File: config.mk
export PLATFORM = sky130hd
export DESIGN_NAME = warmboot_sequencer
export DESIGN_NICKNAME = d
export VERILOG_FILES = /design/src/rtl/warmboot_sequencer.sv
export SDC_FILE = /design/constraint.sdc
export NUM_CORES = 1
export LEC_CHECK = 0
export CAP_MARGIN = 20
export CELL_PAD_IN_SITES_DETAIL_PLACEMENT = 1
export CELL_PAD_IN_SITES_GLOBAL_PLACEMENT = 1
export CORE_ASPECT_RATIO = 1.25
export CORE_MARGIN = 1
export CORE_UTILIZATION = 46
export DETAILED_ROUTE_END_ITERATION = 7
export PLACE_DENSITY_LB_ADDON = 0.1
export SLEW_MARGIN = 20
export SYNTH_ARGS = -nofsm -noshare
export SYNTH_HDL_FRONTEND = slang
export SYNTH_SLANG_ARGS = --single-unit
export TNS_END_PERCENT = 100
File: constraint.sdc
create_clock -name clk_48mhz -period 2.7 [get_ports clk_48mhz]
set_input_delay 0.27 -clock clk_48mhz [delete_from_list [all_inputs] [get_ports clk_48mhz]]
set_output_delay 0.27 -clock clk_48mhz [all_outputs]
set_load 0.01 [all_outputs]
File: src/rtl/warmboot_sequencer.sv
// Sequences SB_WARMBOOT: drain SPI/USB traffic, detach from USB, settle S1/S0, then pulse BOOT.
// All outputs are registered from the next-state logic so none is combinational from inputs.
module warmboot_sequencer #(
    parameter int DRAIN_TIMEOUT = 48000,
    parameter int DETACH_CYCLES = 480000,
    parameter int SETTLE_CYCLES = 16
) (
    input  logic       clk_48mhz,
    input  logic       reset,
    input  logic       boot_req,
    input  logic [1:0] boot_image,
    input  logic       spi_busy,
    input  logic       usb_tx_en,
    output logic       usb_pu,
    output logic       wb_s1,
    output logic       wb_s0,
    output logic       wb_boot,
    output logic       busy,
    output logic       drain_timeout
);

    localparam int MAX_A      = (DRAIN_TIMEOUT > DETACH_CYCLES) ? DRAIN_TIMEOUT : DETACH_CYCLES;
    localparam int MAX_CYCLES = (MAX_A > SETTLE_CYCLES) ? MAX_A : SETTLE_CYCLES;
    localparam int CW         = $clog2(MAX_CYCLES + 1);

    localparam logic [CW-1:0] DRAIN_LAST  = CW'(DRAIN_TIMEOUT - 1);
    localparam logic [CW-1:0] DETACH_LAST = CW'(DETACH_CYCLES - 1);
    localparam logic [CW-1:0] SETTLE_LAST = CW'(SETTLE_CYCLES - 1);

    typedef enum logic [2:0] {
        IDLE,
        DRAIN,
        DETACH,
        SETTLE,
        BOOT
    } state_t;

    state_t        state, state_next;
    logic [CW-1:0] count, count_next;
    logic [1:0]    image, image_next;
    logic          timeout_next;
    logic          detached_next;

    always_comb begin
        state_next   = state;
        count_next   = count + 1'b1;
        image_next   = image;
        timeout_next = drain_timeout;
        case (state)
            IDLE: begin
                count_next = '0;
                if (boot_req) begin
                    image_next = boot_image;
                    state_next = DRAIN;
                end
            end
            DRAIN: begin
                // An idle bus takes priority over a coincident timeout.
                if (!spi_busy && !usb_tx_en) begin
                    state_next = DETACH;
                end else if (count == DRAIN_LAST) begin
                    state_next   = DETACH;
                    timeout_next = 1'b1;
                end
            end
            DETACH: begin
                if (count == DETACH_LAST) state_next = SETTLE;
            end
            SETTLE: begin
                if (count == SETTLE_LAST) state_next = BOOT;
            end
            BOOT: begin
                count_next = '0;
            end
            default: begin
                state_next = IDLE;
                count_next = '0;
            end
        endcase
        if (state_next != state) count_next = '0;
        detached_next = (state_next == DETACH) || (state_next == SETTLE) || (state_next == BOOT);
    end

    // Outputs follow state_next so they change on the same edge as the state itself.
    always_ff @(posedge clk_48mhz) begin
        if (reset) begin
            state         <= IDLE;
            count         <= '0;
            image         <= 2'b00;
            usb_pu        <= 1'b1;
            wb_s1         <= 1'b0;
            wb_s0         <= 1'b0;
            wb_boot       <= 1'b0;
            busy          <= 1'b0;
            drain_timeout <= 1'b0;
        end else begin
            state         <= state_next;
            count         <= count_next;
            image         <= image_next;
            usb_pu        <= !detached_next;
            wb_s1         <= detached_next & image_next[1];
            wb_s0         <= detached_next & image_next[0];
            wb_boot       <= (state_next == BOOT);
            busy          <= (state_next != IDLE);
            drain_timeout <= timeout_next;
        end
    end

endmodule
==> run_results.csv, run 1 <==
group,metric,value,unit
timing,max_freq,476,MHz
worst_setup_path,critPathMaxStageDelay,0.42,ns
floorplanning,dieHeight,63.7,µm
clock_network,cts-root-buf,"clkbuf_4",
status,outcome,"finished clean",
worst_setup_path,crit_chain,"ha_1, nand3_1, nor3_4, nand4_2, nand4_4, nor2_1",
floorplanning,num_rows,22,
clock_network,htree_levels,2,
layout,layout.nets,179,
timing,finalHoldViolations,0,
drt,post-route-drc-count,0,
yosys,synth_area,0.00140,mm²
clock_network,cts_resized,0,
timing,skew,0.00908,ns
worst_setup_path,start_kind,"register",
pwr,leakagePower,0.504,nW
drt,drt_pass1_iterations,4,
worst_setup_path,crit_arrival,2.31,ns
yosys,synthFlopType,"dfxtp_1",
clock_network,clk_pin_slew,0.09,ns
placement,globalplace.congestion,0.838,
yosys,async_reset_ff_frac,0,
worst_setup_path,endpoint_kind,"register",
worst_setup_path,crit_fanout,19,
worst_setup_path,crit_family,"simple AND/OR/NAND/NOR gates",
clock_network,cts_tree,"built",
timing,maxSlewHeadroom,0.645,
global_routing,grt_pass1_vias,1111,
layout,final_util,0.544,
drt,ant_nets,0,
pwr,intPower,0.000594,W
global_routing,grt_overflow,0,
clock_network,ctsHoldBuffers,0,
floorplanning,initial_core_util,0.480,
timing,worst_pin_slew,0.528,ns
global_routing,grt_pass1_wl,5060,µm
floorplanning,design.portCount,13,
drt,viasPerCell,5.38,
clock_network,cts_inserted_buffers,5,
yosys,synth-seq-cells,30,
drt,drtIter0Drc,16,
yosys,synth-edff-count,0,
floorplanning,die_w,51.4,µm
pwr,clock_power_share,0.335,
pwr,swShare,0.231,
layout,diodes,0,
floorplanning,fp.coreArea,0.00292,mm²
global_routing,grt_max_degree,20,
global_routing,grt_usage,0.220,
placement,numPortBuffers,12,
floorplanning,dieArea,0.00327,mm²
pwr,powerDensity,487,mW/mm²
pwr,seqPwrFrac,0.591,
worst_setup_path,cp_slowest_cell,"nor3_4",
timing,min_period,2.10,ns
clock_network,clkSinkCount,30,
hold_path,hold_class,"reg -> reg",
yosys,syn_nets,164,
pwr,vdd_ir_drop_max,343,µV
layout,drive_gt1_frac,0.153,
clock_network,cts_setup_buffers,0,
pwr,power_frac_comb,0.074,
drt,routed_wl,3040,µm
timing,rsz0062_at_grt,"false",
clock_network,clk_path_buf_depth,2,
global_routing,antenna_found_initial,0,
worst_setup_path,crit_required,2.91,ns
drt,vias,1109,
yosys,synth-seq-area-share,0.429,
timing,fin_crit_sh,0.777,
worst_setup_path,path_buf_inv,0,
pwr,p_sw,0.000179,W
timing,setup_viol,0,
timing,setup_tns,0,ns
clock_network,clk_latency,0.33,ns
drt,wl_per_cell,14.7,µm
yosys,ys_types,33,
placement,dpl.hpwl,2340,µm
yosys,netlist_instances,156,
worst_setup_path,worstSetupPathType,"reg -> reg",
layout,syn_to_final_growth,13.3,%
timing,drv_slew,0,
run,max_cap_viol_count,0,
yosys,ys_warn_count,0,
yosys,syn-mean-instance-area,8.98,µm²
==> layout by cell type, fill, tap and decap left out, types with 2 or more instances in the layout <==
cell | netlist | final
nand4_1 | 7 | 7
and2_1 | 2 | 2
a31oi_1 | 2 | 2
dfxtp_1 | 30 | 30
mux2i_1 | 2 | 2
nand2b_1 | 2 | 2
nor4_1 | 5 | 5
nor2_2 | 10 | 10
nor3_1 | 4 | 4
nor2_1 | 21 | 21
nand4_2 | 2 | 2
a21oi_1 | 4 | 4
xor2_1 | 10 | 10
clkbuf_4 | 0 | 5
nand3_1 | 6 | 6
xnor2_1 | 8 | 8
clkdlybuf4s50_1 | 0 | 12
inv_1 | 7 | 7
nand2_1 | 16 | 16
or4_1 | 2 | 2
==> layout make-up <==
| cell class | instances | area, µm² |
|---|---|---|
| Clock buffer | 6 | 51.3 |
| Fill cell | 361 | 1330 |
| Sequential cell | 30 | 601 |
| Multi-Input combinational cell | 114 | 737 |
| Tap cell | 36 | 45.0 |
| Inverter | 7 | 26.3 |
| Timing Repair Buffer | 13 | 128 |
==> power groups by stage <==
stage / logic [W] / clock network (W) / registers, W
after detailed placement: 0.0000577 / 0 / 0.000467
after global placement: 0.0000559 / 0 / 0.000467
after global routing: 0.0000623 / 0.000298 / 0.000458
final: 0.0000572 / 0.000259 / 0.000457
after floorplan: 0.0000394 / 0 / 0.000465
after CTS: 0.0000580 / 0.000274 / 0.000457
==> registers in the layout, indices dropped and copies added, names as in the netlist <==
name / count
wb_s0: 1
busy: 1
image: 2
usb_pu: 1
count: 19
state: 3
drain_timeout: 1
wb_boot: 1
wb_s1: 1
==> cells in the mapped netlist, drive strengths merged (2+ instances only) <==
cell type / n / area [µm²]
nand2b: 2 / 12.5
nand3: 6 / 30.0
nor2: 31 / 141
nand4: 10 / 90.1
mux2i: 2 / 20.0
a31oi: 2 / 12.5
nand2: 16 / 60.1
nor3: 5 / 36.3
xnor2: 8 / 70.1
or4: 3 / 26.3
dfxtp: 30 / 601
inv: 7 / 26.3
and2: 2 / 12.5
buf: 4 / 33.8
nor4: 6 / 43.8
a21oi: 5 / 28.8
xor2: 10 / 87.6
==> path summary, 6_finish.rpt <==
| path | startpoint | end | slack [ns] | depth (start not counted) |
|---|---|---|---|---|
| setup / recovery | count[0]$_SDFF_PP0_ | count[8]$_SDFF_PP0_ | 0.60 | 6 |
| setup reg to reg | count[0]$_SDFF_PP0_ | count[8]$_SDFF_PP0_ | 0.60 | 6 |
| hold reg to reg | drain_timeout$_SDFFE_PP0P_ | drain_timeout$_SDFFE_PP0P_ | 0.46 | 2 |
| hold / removal | drain_timeout$_SDFFE_PP0P_ | drain_timeout$_SDFFE_PP0P_ | 0.46 | 2 |
==> worst register-to-register path, stage by stage (launching register included) <==
cell,delay (ns)
dfxtp_1,0.40
ha_1,0.21
nand3_1,0.28
nor3_4,0.42
nand4_2,0.24
nand4_4,0.34
nor2_1,0.10
==> metal layers <==
layer  routed length, µm  track usage  vias up
li1                    -            -      560
met3                 103       0.0725        5
met5                   0            0        -
met2                1640        0.385       18
met1                1210        0.213      526
met4                  76        0.139        0
==> cell families after synthesis <==
group | share of synthesized area
compound gates | 0.0563
xor+xnor | 0.112
fa+ha+maj | 0.00893
buf+inv | 0.0455
flops | 0.429
mux | 0.0143
simple gates | 0.334
==> through the flow <==
stage / hold slack [ns] / setup slack [ns] / power (W) / std cells / cell area [µm²]
detailed placement: 0.448 / 0.599 / 0.000525 / 200 / 1540
global placement: 0.437 / 0.662 / 0.000523 / 200 / 1540
global route: 0.488 / 0.392 / 0.000819 / 206 / 1590
floorplan: 0.439 / 0.899 / 0.000504 / 156 / 1400
CTS: 0.462 / 0.580 / 0.000789 / 206 / 1590
finish: 0.458 / 0.601 / 0.000773 / 206 / 1590
No activity file was read; power rests on OpenSTA's default activity.
==> run 2, diff against run 1 <==
Settings changed: CORE_UTILIZATION 46 to 38.
Clock period 2.7 ns to 1.8 ns, I/O delays scaled along.
==> run 2 against run 1 <==
  * The flow now finishes with violations (negative setup slack)
  * Count of clock-buffer cells in the layout up 1
  * Via count up 14%
  * Combinational power up 120%
  * Non-clock buffer count up 28
==> run_results.csv, run 2 (same netlist as run 1, synthesis figures left out) <==
group,metric,value,unit
drt,drtIter0Drc,41,
clock_network,clkSinkCount,30,
global_routing,grt_usage,0.191,
timing,finalHoldWorstSlack,0.463,ns
placement,numPortBuffers,12,
timing,skew,0.00396,ns
worst_setup_path,critPathMaxStageDelay,0.54,ns
layout,seq_area,604,µm²
clock_network,clk_path_buf_depth,2,
drt,viasPerCell,5.28,
layout,layout_common_cells,"dfxtp_1 (27), buf_4 (26), nand2_1 (16)",
worst_setup_path,crit_required,1.97,ns
drt,drt_pass1_iterations,4,
floorplanning,die_w,56.3,µm
layout,reg_top3,"count (19), state (3), image (2)",
layout,fin_cells,239,
drt,post-route-drc-count,0,
layout,layout.nets,207,
placement,dp_cells,227,
floorplanning,initial_core_util,0.399,
global_routing,antenna_found_initial,0,
drt,routed_wl,3660,µm
worst_setup_path,endpoint_kind,"register",
timing,fin_crit_sh,1.00,
timing,setup_viol,8,
hold_path,hold_class,"reg -> reg",
worst_setup_path,crit_fanout,9,
layout,regMostFlops,"count",
worst_setup_path,crit_arrival,1.98,ns
layout,final_common_cell,"dfxtp_1",
clock_network,clk_latency,0.28,ns
timing,rsz0062_at_grt,"true",
clock_network,ctsHoldBuffers,0,
drt,vias,1262,
global_routing,grt_max_degree,20,
clock_network,cts-root-buf,"clkbuf_8",
timing,finalHoldViolations,0,
placement,dpl.hpwl,2650,µm
worst_setup_path,path_buf_inv,1,
worst_setup_path,cp_slowest_cell,"or4_4",
floorplanning,fp.coreArea,0.00351,mm²
timing,worst_pin_slew,0.380,ns
drt,ant_nets,0,
floorplanning,dieHeight,69.9,µm
timing,setup_tns,-0.0381,ns
pwr,vdd_ir_drop_max,517,µV
floorplanning,design.portCount,13,
clock_network,cts_tree,"built",
worst_setup_path,crit_family,"simple AND/OR/NAND/NOR gates",
layout,n_fill_cell,414,
layout,syn_to_final_growth,39.3,%
run,max_cap_viol_count,0,
layout,multiInputGateArea,796,µm²
layout,drive_gt1_frac,0.350,
worst_setup_path,crit_chain,"or4_4, nor3_4, nand4_2, nand4_4, clkbuf_16, nor2_2",
worst_setup_path,worstSetupPathType,"reg -> reg",
pwr,leakagePower,0.688,nW
timing,max_freq,553,MHz
timing,layout_setup_ws,-0.00854,ns
status,violations,"negative setup slack",
timing,drv_slew,0,
placement,globalplace.congestion,0.821,
global_routing,grt_overflow,0,
global_routing,grt_pass1_wl,5860,µm
clock_network,htree_levels,2,
global_routing,grt_pass1_vias,1329,
worst_setup_path,start_kind,"register",
drt,wl_per_cell,15.3,µm
clock_network,cts_inserted_buffers,5,
pwr,powerDensity,697,mW/mm²
clock_network,clk_pin_slew,0.06,ns
timing,min_period,1.81,ns
floorplanning,dieArea,0.00394,mm²
layout,diodes,0,
status,outcome,"complete, but fails checks",
timing,maxSlewHeadroom,0.745,
layout,largest_reg_flops,19,
floorplanning,num_rows,24,
worst_setup_path,r2r_slack,-0.009,ns
[run 2: cell count changes in the layout (fill, tap and decap cells not counted), moves of 2 or more]
| cell | change |
|---|---|
| buf_4 | +25 |
| clkbuf_16 | +2 |
| clkbuf_4 | -5 |
| clkbuf_8 | +5 |
| dfxtp_1 | -3 |
| dfxtp_2 | +3 |
| nor2_1 | -10 |
| nor2_2 | +5 |
| nor2_4 | +5 |
[run 2: final cells by class]
| type | instances | area share |
|---|---|---|
| tap | 39 | 0.0250 |
| sequential | 30 | 0.310 |
| inverter | 7 | 0.0135 |
| clock inverter | 1 | 0.00256 |
| multi-input combinational | 114 | 0.408 |
| clock buffer | 7 | 0.0442 |
| timing repair buffer | 41 | 0.197 |
[run 2: report_power, final]
group          switching [W]  leakage [nW]  total [W]  internal, W
clock network       0.000245        0.0482   0.000553     0.000308
logic              0.0000588         0.395   0.000127    0.0000678
registers         0.00000528         0.244   0.000681     0.000676
total               0.000309         0.688    0.00136      0.00105
[run 2: worst paths after layout]
check | startpoint | to | cells after the start
worst min register to register | drain_timeout$_SDFFE_PP0P_ | drain_timeout$_SDFFE_PP0P_ | 2
worst max register to register | count[14]$_SDFF_PP0_ | count[14]$_SDFF_PP0_ | 6
worst min-delay path | drain_timeout$_SDFFE_PP0P_ | drain_timeout$_SDFFE_PP0P_ | 2
worst max-delay path | count[14]$_SDFF_PP0_ | count[14]$_SDFF_PP0_ | 6
[run 2: through the flow]
stage          setup WS [ns]   util  power, W  area, µm²
3_3_place_gp          0.0549  0.495  0.000804       1740
4_1_cts              0.00483  0.521   0.00136       1830
6_report            -0.00854  0.556   0.00136       1950
3_5_place_dp          0.0106  0.495  0.000807       1740
2_1_floorplan         0.0288      -  0.000756       1410
5_1_grt              -0.0718  0.556   0.00141       1950
[run 2: worst min-delay path, stage by stage, from the launching register on]
cell and delay (ns):
dfxtp_1 0.31, inv_1 0.05, a21oi_1 0.05
[run 2: repair_timing]
item,4_1_cts,5_1_grt
endpoints found under the setup margin,0,21
resized for setup,0,19
setup buffers,0,2
[run 2: layer usage]
layer  up-vias  part of all wire  track usage
li1        620                 -            -
met1       606              0.39        0.198
met2        27              0.56        0.368
met3         9             0.037       0.0444
met4         0             0.017       0.0650
met5         -                 0            0
